## src/rtl/mem_pkg.sv

```systemverilog
// rtl/mem_pkg.sv - shared encodings for the load/store sequencer
package mem_pkg;

    localparam logic [1:0] SZ_BYTE = 2'b00;
    localparam logic [1:0] SZ_HALF = 2'b01;
    localparam logic [1:0] SZ_WORD = 2'b10;

    typedef enum logic [1:0] {
        ST_IDLE = 2'b00,
        ST_RD   = 2'b01,
        ST_WR   = 2'b10,
        ST_RESP = 2'b11
    } state_t;

    localparam logic [31:0] BYTE_MASK = 32'h0000_00ff;
    localparam logic [31:0] HALF_MASK = 32'h0000_ffff;

endpackage

```

## src/rtl/mem_lane_align.sv

```systemverilog
// rtl/mem_lane_align.sv - little-endian lane extract/extend and sub-word store merge
module mem_lane_align
    import mem_pkg::*;
(
    input  logic [1:0]  size,
    input  logic [1:0]  offset,
    input  logic        sign_ext,
    input  logic [31:0] rd_word,
    input  logic [15:0] wdata,
    output logic [31:0] load_data,
    output logic [31:0] merged
);

    logic [7:0]  byte_lane;
    logic [15:0] half_lane;
    logic [4:0]  shift;
    logic [31:0] lane_mask;

    always_comb begin
        case (offset)
            2'd0:    byte_lane = rd_word[7:0];
            2'd1:    byte_lane = rd_word[15:8];
            2'd2:    byte_lane = rd_word[23:16];
            default: byte_lane = rd_word[31:24];
        endcase
        half_lane = offset[1] ? rd_word[31:16] : rd_word[15:0];

        case (size)
            SZ_BYTE: load_data = {{24{sign_ext & byte_lane[7]}}, byte_lane};
            SZ_HALF: load_data = {{16{sign_ext & half_lane[15]}}, half_lane};
            default: load_data = rd_word;
        endcase
    end

    // Halfword offsets are always even here, so the same shift covers both sizes.
    always_comb begin
        shift     = {offset, 3'b000};
        lane_mask = (size == SZ_BYTE) ? BYTE_MASK : HALF_MASK;
        if (size == SZ_BYTE || size == SZ_HALF)
            merged = (rd_word & ~(lane_mask << shift))
                   | (({16'h0000, wdata} & lane_mask) << shift);
        else
            merged = rd_word;
    end

endmodule

```

## src/rtl/mem_access_unit.sv

```systemverilog
// rtl/mem_access_unit.sv - load/store sequencer between core and word-only data RAM
module mem_access_unit
    import mem_pkg::*;
#(
    parameter int DATA_WIDTH = 32,
    parameter int ADDR_WIDTH = 32
) (
    input  logic                  clock,
    input  logic                  reset_n,
    input  logic                  req,
    input  logic                  we,
    input  logic [1:0]            size,
    input  logic                  sign_ext,
    input  logic [ADDR_WIDTH-1:0] addr,
    input  logic [DATA_WIDTH-1:0] wdata,
    output logic                  busy,
    output logic                  done,
    output logic                  misaligned,
    output logic [DATA_WIDTH-1:0] rdata,
    output logic [ADDR_WIDTH-1:0] mem_address,
    output logic [DATA_WIDTH-1:0] mem_write_data,
    output logic                  MemWrite,
    output logic                  MemRead,
    input  logic [DATA_WIDTH-1:0] mem_read_data
);

    state_t      state;
    logic        lat_we;
    logic [1:0]  lat_size;
    logic        lat_sign;
    logic [1:0]  lat_off;
    logic [15:0] lat_wdata;

    logic        bad_req;
    logic [31:0] load_data;
    logic [31:0] merged;

    always_comb begin
        bad_req = 1'b0;
        case (size)
            SZ_BYTE: bad_req = 1'b0;
            SZ_HALF: bad_req = addr[0];
            SZ_WORD: bad_req = (addr[1:0] != 2'b00);
            default: bad_req = 1'b1;
        endcase
    end

    mem_lane_align u_align (
        .size      (lat_size),
        .offset    (lat_off),
        .sign_ext  (lat_sign),
        .rd_word   (mem_read_data),
        .wdata     (lat_wdata),
        .load_data (load_data),
        .merged    (merged)
    );

    // All RAM-facing outputs are registered so they only move on rising edges.
    always_ff @(posedge clock or negedge reset_n) begin
        if (!reset_n) begin
            state          <= ST_IDLE;
            lat_we         <= 1'b0;
            lat_size       <= SZ_BYTE;
            lat_sign       <= 1'b0;
            lat_off        <= 2'b00;
            lat_wdata      <= 16'h0000;
            busy           <= 1'b0;
            done           <= 1'b0;
            misaligned     <= 1'b0;
            rdata          <= '0;
            mem_address    <= '0;
            mem_write_data <= '0;
            MemWrite       <= 1'b0;
            MemRead        <= 1'b0;
        end else begin
            busy       <= 1'b0;
            done       <= 1'b0;
            misaligned <= 1'b0;
            MemWrite   <= 1'b0;
            MemRead    <= 1'b0;
            case (state)
                ST_IDLE, ST_RESP: begin
                    state <= ST_IDLE;
                    if (req) begin
                        lat_we    <= we;
                        lat_size  <= size;
                        lat_sign  <= sign_ext;
                        lat_off   <= addr[1:0];
                        lat_wdata <= wdata[15:0];
                        if (bad_req) begin
                            state      <= ST_RESP;
                            done       <= 1'b1;
                            misaligned <= 1'b1;
                        end else begin
                            busy        <= 1'b1;
                            mem_address <= {2'b00, addr[ADDR_WIDTH-1:2]};
                            if (we && size == SZ_WORD) begin
                                state          <= ST_WR;
                                MemWrite       <= 1'b1;
                                mem_write_data <= wdata;
                            end else begin
                                state   <= ST_RD;
                                MemRead <= 1'b1;
                            end
                        end
                    end
                end
                ST_RD: begin
                    if (lat_we) begin
                        // Sub-word store: old word is on mem_read_data now, merge on the fly.
                        state          <= ST_WR;
                        busy           <= 1'b1;
                        MemWrite       <= 1'b1;
                        mem_write_data <= merged;
                    end else begin
                        state <= ST_RESP;
                        done  <= 1'b1;
                        rdata <= load_data;
                    end
                end
                ST_WR: begin
                    state <= ST_RESP;
                    done  <= 1'b1;
                end
                default: state <= ST_IDLE;
            endcase
        end
    end

endmodule

```

## config.mk

```make
export PLATFORM = sky130hd
export DESIGN_NAME = mem_access_unit
export DESIGN_NICKNAME = d
export VERILOG_FILES = /design/src/rtl/mem_pkg.sv /design/src/rtl/mem_lane_align.sv /design/src/rtl/mem_access_unit.sv
export SDC_FILE = /design/constraint.sdc
export NUM_CORES = 1
export LEC_CHECK = 0
export CAP_MARGIN = 30
export CELL_PAD_IN_SITES_DETAIL_PLACEMENT = 0
export CELL_PAD_IN_SITES_GLOBAL_PLACEMENT = 1
export CORE_MARGIN = 3
export CORE_UTILIZATION = 31
export CTS_BUF_LIST = sky130_fd_sc_hd__clkbuf_16
export CTS_CLUSTER_SIZE = 24
export DETAILED_ROUTE_END_ITERATION = 8
export HOLD_SLACK_MARGIN = 0.05
export PLACE_DENSITY_LB_ADDON = 0.1
export SLEW_MARGIN = 25
export SYNTH_ARGS = -nofsm -noshare
export SYNTH_HDL_FRONTEND = slang
export SYNTH_SLANG_ARGS = --single-unit
```

## constraint.sdc

```tcl
create_clock -name clock -period 1.75 [get_ports clock]
set_input_delay 0.525 -clock clock [delete_from_list [all_inputs] [get_ports clock]]
set_output_delay 0.525 -clock clock [all_outputs]
set_load 0.01 [all_outputs]
```

==> results of run 1 <==
## critical path, cell delays in order (launching register included)
cell	delay [ns]
dfrtp_1	0.41
inv_1	0.10
ha_4	0.15
inv_2	0.06
buf_8	0.17
a222oi_1	0.54
buf_4	0.21
o21ai_2	0.05
## cell families (layout without fill, tap and decap cells)
family / after synthesis / count (layout)
AOI/OAI and AO/OA: 172 / 172
adders and majority gates: 2 / 2
buffers and inverters: 57 / 357
DFF: 123 / 123
muxes: 70 / 70
other: 1 / 2
and+or+nand+nor: 150 / 150
## layout make-up
type | count | area share [%]
Multi-Input combinational cell | 396 | 31.9
Timing Repair Buffer | 319 | 29.6
Sequential cell | 123 | 29.5
Clock buffer | 17 | 4.07
Tap cell | 260 | 3.11
Clock inverter | 15 | 1.63
Inverter | 6 | 0.215
## timing repair
action,CTS,global route
endpoints found under the setup margin,165,89
gates resized for setup,155,112
pin swaps,13,26
hold buffers,1,0
gates cloned,3,3
buffers inserted,7,7
hold endpoints to repair,15,0
## worst paths after layout
path | cells after the start | to | slack, ns | from
max | 7 | mem_write_data[11] | -0.06 | state[1]
min | 2 | rdata[28] | 0.49 | rdata[28]
max reg2reg | 7 | mem_write_data[11] | -0.06 | state[1]
min reg2reg | 2 | rdata[28] | 0.49 | rdata[28]
max in group asynchronous | 3 | mem_address[4] | 0.62 | reset_n
min in group asynchronous | 2 | mem_address[28] | 0.54 | reset_n
## synthesized netlist by cell type, drive strengths merged, types with 3 or more instances
cell type    n
mux2        59
nor3         4
nor2        34
a221oi      24
o21ai       56
dfrtp      123
mux2i       10
a21oi       30
o22ai        8
nand3       37
and3         8
a222oi       8
o2bb2ai      8
o22a         7
clkbuf      29
o31ai       23
inv          6
buf         22
a21o         3
nand2       51
nor2b        3
## through the flow
| step | cells | area (µm²) | setup TNS (ns) |
|---|---|---|---|
| 2_1_floorplan | 576 | 6070 | -0.409 |
| 3_3_place_gp | 1085 | 9040 | -40.32 |
| 3_5_place_dp | 1085 | 9040 | -43.01 |
| 4_1_cts | 1127 | 9820 | -0.125 |
| 5_1_grt | 1136 | 10500 | -4.30 |
| 6_report | 1136 | 10500 | -0.633 |
## routing by layer
metal / GRT usage (%) / up-vias / wire, µm / part of all wire [%]
met5: 0 / - / 0 / 0
met4: 6.70 / 0 / 480 / 2.0
met3: 5.23 / 32 / 1260 / 5.3
met2: 34.1 / 219 / 11200 / 47
met1: 30.1 / 2982 / 10900 / 46
li1: - / 2718 / - / -
## registers in the layout, summed over array words and instances (netlist names)
signal          flops
lat_sign            1
MemWrite            1
done                1
mem_address        30
busy                1
lat_off             2
MemRead             1
misaligned          1
mem_write_data     32
lat_wdata          16
lat_we              1
lat_size            2
rdata              32
state               2
## power breakdown
part	leakage [nW]	total (W)	switching, W	internal (W)
registers	1.48	0.00519	0.000930	0.00426
clock network	0.285	0.00358	0.00135	0.00223
logic	2.96	0.0108	0.00531	0.00551
==> summary.txt, run 1 <==
Run status
  • Status: finished, violations left
  • Violated checks: setup timing

Critical path
  • CP Capture Type: flop
  • WP data required: 2.04 ns
  • Worst Path Arrival: between 2 and 2.5 ns
  • Critical path startpoint category: flop
  • WS Path Type: reg -> reg
  • Crit-path max FO: 24

Clock network
  • Clk slew on worst S/H paths: ~0.06 ns
  • H-tree depth: 4
  • Clock sink count: 123
  • Clk root buf: clkbuf_16
  • Clk Latency, worst-skew pair: 0.42 ns
  • Clock tree from TritonCTS: done
  • Total CTS buffers: 17
  • CTS Buffer Depth: 2

Timing
  • Setup violations, final: 32
  • Clk_skew: roughly 0.0076 ns
  • Unrepaired setup endpoints after global routing: yes
  • Hold Fails Final Rpt: 0
  • Slew HR: about 64%
  • Tcrit/Tclk final: 103%
  • Final Max Slew Viols: 0
  • F_max: about 550 MHz
  • Final min period: 1.81 ns
  • Hold slack: roughly 0.5 ns
  • Worst setup margin: -0.0580 ns
  • Worst-margin pin slew: 0.540 ns

Cells and area
  • Layout cells sized above 1: 34.1%
  • Fillers: about 1700
  • Final core utilization: around 55%
  • Antenna cell count: 0
  • Final net count: 968
  • Area of the multi-input gates: around 0.0033 mm²
  • Storage cell area: 0.00308 mm²
  • Area Overhead vs Synth: 73.2%
  • Most frequent cells in the layout: dfrtp_1, dlygate4sd2_1, clkdlybuf4s50_1, buf_4, nand2_1
  • Most common cell after layout, fill and taps aside: dfrtp_1

Drt
  • DR iter-0 viols: 350
  • Routed vias/inst: about 5.2
  • Vias post-DR: slightly below 6000
  • DRC Markers: 0
  • DR pass1 iterations: 9
  • WL final: roughly 24000 µm
  • Routed Antenna Nets: 0
  • DR WL/cell: between 20 and 25 µm

Synth
  • Seq cells post-synth: approximately 120
  • Synthesized area per cell: roughly 10 µm²
  • Synth Flop Type: dfrtp_1
  • Post-synthesis compound-gate area fraction: roughly 20%
  • XOR/XNOR share of the synthesized area: 0%
  • Area contributors post-synth: dfrtp_1, mux2_2, o21ai_0, a221oi_1, nand2_1
  • Netlist Area Pre-Place: around 0.006 mm²
  • Fraction of the mapped netlist area in adder cells: less than 1%
  • Largest family of logic cells by synthesized area: compound AO/OA/AOI/OAI gates
  • Yosys top cell by area: dfrtp_1
  • Yosys top cell area share: 51.0%
  • Sequential element share of the synthesized area: between 50% and 60%
  • Post-synthesis cell count: 575
  • Distinct cell type count after synthesis: 48
  • Mux contribution to synthesized area: 13.0%
  • Fraction of registers with async set/reset: 100%
  • Yosys warns: 0
  • Simple-gate area share of the yosys netlist: roughly 12%
  • Number of synthesized flops with an enable pin: 0

Global routing
  • Largest net degree at the start of global routing: 36
  • GRT overflow: 0
  • Global-route wire length before repair: roughly 36000 µm
  • Initial antenna violation count: 0
  • All-Layer GR Usage: between 20 and 25%
  • Number of global-route vias before repair: approximately 6100

Die
  • Die span in y: around 150 µm
  • FP Rows: 50
  • Initial Util: about a third
  • Die Area: 0.0212 mm²
  • Die W: ~150 µm
  • I/O pin count: 204
  • Core Footprint: roughly 0.019 mm²

Flow run
  • Max_cap viols: 0

Placement
  • Routability cong.: between 0.8 and 0.9
  • Dpl ws: -0.548 ns
  • # port buffers: 201
  • Final HPWL DP: 17100 µm

Power
  • Worst vdd ir: a little under 0.8 mV
  • Total design power: between 0.015 and 0.02 W
  • PD cells: roughly 1900 mW/mm²
  • P_leak: roughly 4.7 nW

Worst hold path
  • Hold Path Class: reg -> reg
(Power assumes the default switching activity.)
==> inputs of run 2 (changes only) <==
Settings changed: CORE_UTILIZATION 31 to 32, SYNTH_HIERARCHICAL set to 1.
==> run 2 against run 1 <==
Against the previous run:
- highest routed layer is now met5
- synthesized cell count shrank 2.4%
- largest cell class unchanged
- worst hold slack lost 0.017 ns
- the flow still finishes with violations (setup timing)
- register-to-register slack is essentially flat
==> summary.txt, run 2 <==
Power
  • Worst vdd ir: about 0.83 mV
  • P_leak: 4.45 nW
  • PD cells: between 1500 and 2000 mW/mm²
  • Total design power: 0.0196 W

Cells and area
  • Area Overhead vs Synth: 59.4%
  • Most common cell after layout, fill and taps aside: dfrtp_1
  • Fillers: around 1700
  • Storage cell area: about 0.0031 mm²
  • Non-Filler Instances: 1097
  • Most frequent cells in the layout: dfrtp_1, dlygate4sd2_1, clkdlybuf4s50_1, mux2_2, a21oi_1
  • Final net count: 928
  • Layout cells sized above 1: between 30% and 40%
  • Biggest regs: mem_write_data: 32 flops, rdata: 32 flops, mem_address: 30 flops
  • Area of the multi-input gates: ~0.0032 mm²
  • Design area: around 0.01 mm²

Synth
  • Yosys warns: 6
  • Synth Flop Type: dfrtp_1
  • Fraction of registers with async set/reset: between 90% and 100%
  • Most frequent cell after synthesis: dfrtp_1
  • Sequential element share of the synthesized area: between 40% and 50%
  • Seq cells post-synth: 123
  • Commonest cells in the netlist: dfrtp_1, mux2_2, a21oi_1
  • Area contributors post-synth: dfrtp_1, mux2_2, mux2i_1, a21oi_1, nand2_1
  • Yosys top cell by area: dfrtp_1
  • Post-synthesis cell count: approximately 560
  • Distinct cell type count after synthesis: 45
  • Netlist Area Pre-Place: roughly 0.0063 mm²
  • Yosys top cell area share: between 40% and 50%
  • Number of synthesized flops with an enable pin: 0
  • Synthesized area per cell: approximately 11 µm²

Clock network
  • Clock sink count: between 100 and 150
  • Total CTS buffers: 17
  • Clk slew on worst S/H paths: 0.06 ns
  • Clk root buf: clkbuf_16
  • Clk Latency, worst-skew pair: roughly 0.41 ns
  • CTS Buffer Depth: 2
  • H-tree depth: 4
  • Clock tree from TritonCTS: done

Critical path
  • WS Path Type: reg -> reg
  • WP data required: 2.04 ns
  • Sequence of cells on the critical path: buf_6, mux2_2, nand4b_1, o41a_4, nand2_2, mux2_4
  • Crit path max-delay cell type: dfrtp_2
  • Critical path startpoint category: flop
  • Crit-path max FO: 8
  • CP max stage delay: between 0.4 and 0.5 ns
  • Worst Path Arrival: approximately 2.1 ns
  • CP Capture Type: flop

Placement
  • Dpl cells: 1057
  • Placed cell areas: 0.00904 mm²
  • # port buffers: around 200
  • Final HPWL DP: 15600 µm
  • Dpl ws: -0.584 ns
  • Routability cong.: about 0.8

Worst hold path
  • Hold Path Class: in -> async

Drt
  • WL final: between 20000 and 25000 µm
  • DR iter-0 viols: 270
  • Routed vias/inst: 4.97
  • Vias post-DR: 5449
  • DR pass1 iterations: 4
  • DRC Markers: 0
  • Routed Antenna Nets: 0
  • DR WL/cell: just under 20 µm

Flow run
  • Max_cap viols: 0

Run status
  • Status: finished, violations left
  • Violated checks: setup timing

Timing
  • Unrepaired setup endpoints after global routing: yes
  • Final Max Slew Viols: 0
  • Worst-margin pin slew: a little over 0.5 ns
  • Clk_skew: 0.00844 ns
  • Hold Fails Final Rpt: 0
  • Worst setup margin: -0.0697 ns
  • Slew HR: roughly 65%
  • Final min period: 1.82 ns
  • Tcrit/Tclk final: 104%
  • F_max: 550 MHz
  • Setup violations, final: 16
  • Setup Total Neg Slack: -0.802 ns

Die
  • Die W: 146 µm
  • Core Footprint: about 0.019 mm²
  • Initial Util: between 30% and 40%
  • Die Area: 0.0213 mm²
  • Die span in y: ~150 µm
  • I/O pin count: about 200
  • FP Rows: 50

Global routing
  • Number of global-route vias before repair: ~6000
  • All-Layer GR Usage: 20.0%
  • GRT overflow: 0
  • Initial antenna violation count: 3
  • Largest net degree at the start of global routing: between 80 and 90
  • Global-route wire length before repair: 33500 µm
[run 2: cell families after synthesis]
logic type      after synthesis  synth area share, %
compound gates              145                 15.3
mux                         133                 23.1
flops                       123                 49.2
simple gates                108                 7.94
buf+inv                      49                 4.06
fa+ha+maj                     2                0.400
other cells                   1               0.0599
[run 2: path summary, 6_finish.rpt]
path                                       from                end  slack [ns]  depth (start not counted)
worst max-delay path                 lat_off[1]          rdata[23]       -0.07                          6
worst max register to register       lat_off[1]          rdata[23]       -0.07                          6
min in group clock              mem_address[28]    mem_address[28]        0.50                          1
worst min register to register  mem_address[28]    mem_address[28]        0.50                          1
worst min-delay path                    reset_n  mem_write_data[6]        0.47                          2
max in group asynchronous               reset_n         lat_off[0]        0.57                          3
[run 2: worst max-delay path, delay by kind of cell (launching register included)]
family,cells,cell delay [ns]
compound gates,1,0.31
simple gates,2,0.29
buf+inv,1,0.11
flops,1,0.42
mux,2,0.56
[run 2: cell type report]
class / count / share of cell area, %
multi-input combinational: 391 / 32.5
sequential: 123 / 30.9
clock buffer: 17 / 4.26
antenna: 1 / 0.0251
clock inverter: 15 / 2.23
inverter: 6 / 0.226
timing repair buffer: 284 / 26.6
tap: 260 / 3.26
[run 2: repair_timing]
action / CTS / global route
endpoints found under the hold margin: 4 / 0
hold buffers: 1 / 0
resized for setup: 136 / 65
buffers inserted: 1 / 3
pin swaps: 10 / 17
cloned: 2 / 3
setup endpoints to repair: 141 / 91
[run 2: where the power goes]
group | internal, W | total, W | switching, W
Clock | 0.00253 | 0.00388 | 0.00135
Combinational | 0.00521 | 0.0106 | 0.00537
Sequential | 0.00428 | 0.00518 | 0.000899
Total | 0.0120 | 0.0196 | 0.00762
[run 2: per-layer routing]
metal  part of all wire, %  vias up  global-route usage, %
met3                   6.9       15                   6.38
li1                      -     2541                      -
met5                 0.069        -                      0
met1                    41     2710                   24.0
met2                    51      179                   34.8
met4                  0.79        4                   5.13
[run 2: stage by stage]
step	util [%]	hold slack [ns]
6_report	52.6	0.471
5_1_grt	52.6	0.459
4_1_cts	51.2	0.449
3_5_place_dp	47.7	0.345
3_3_place_gp	47.7	0.341
2_1_floorplan	-	0.229
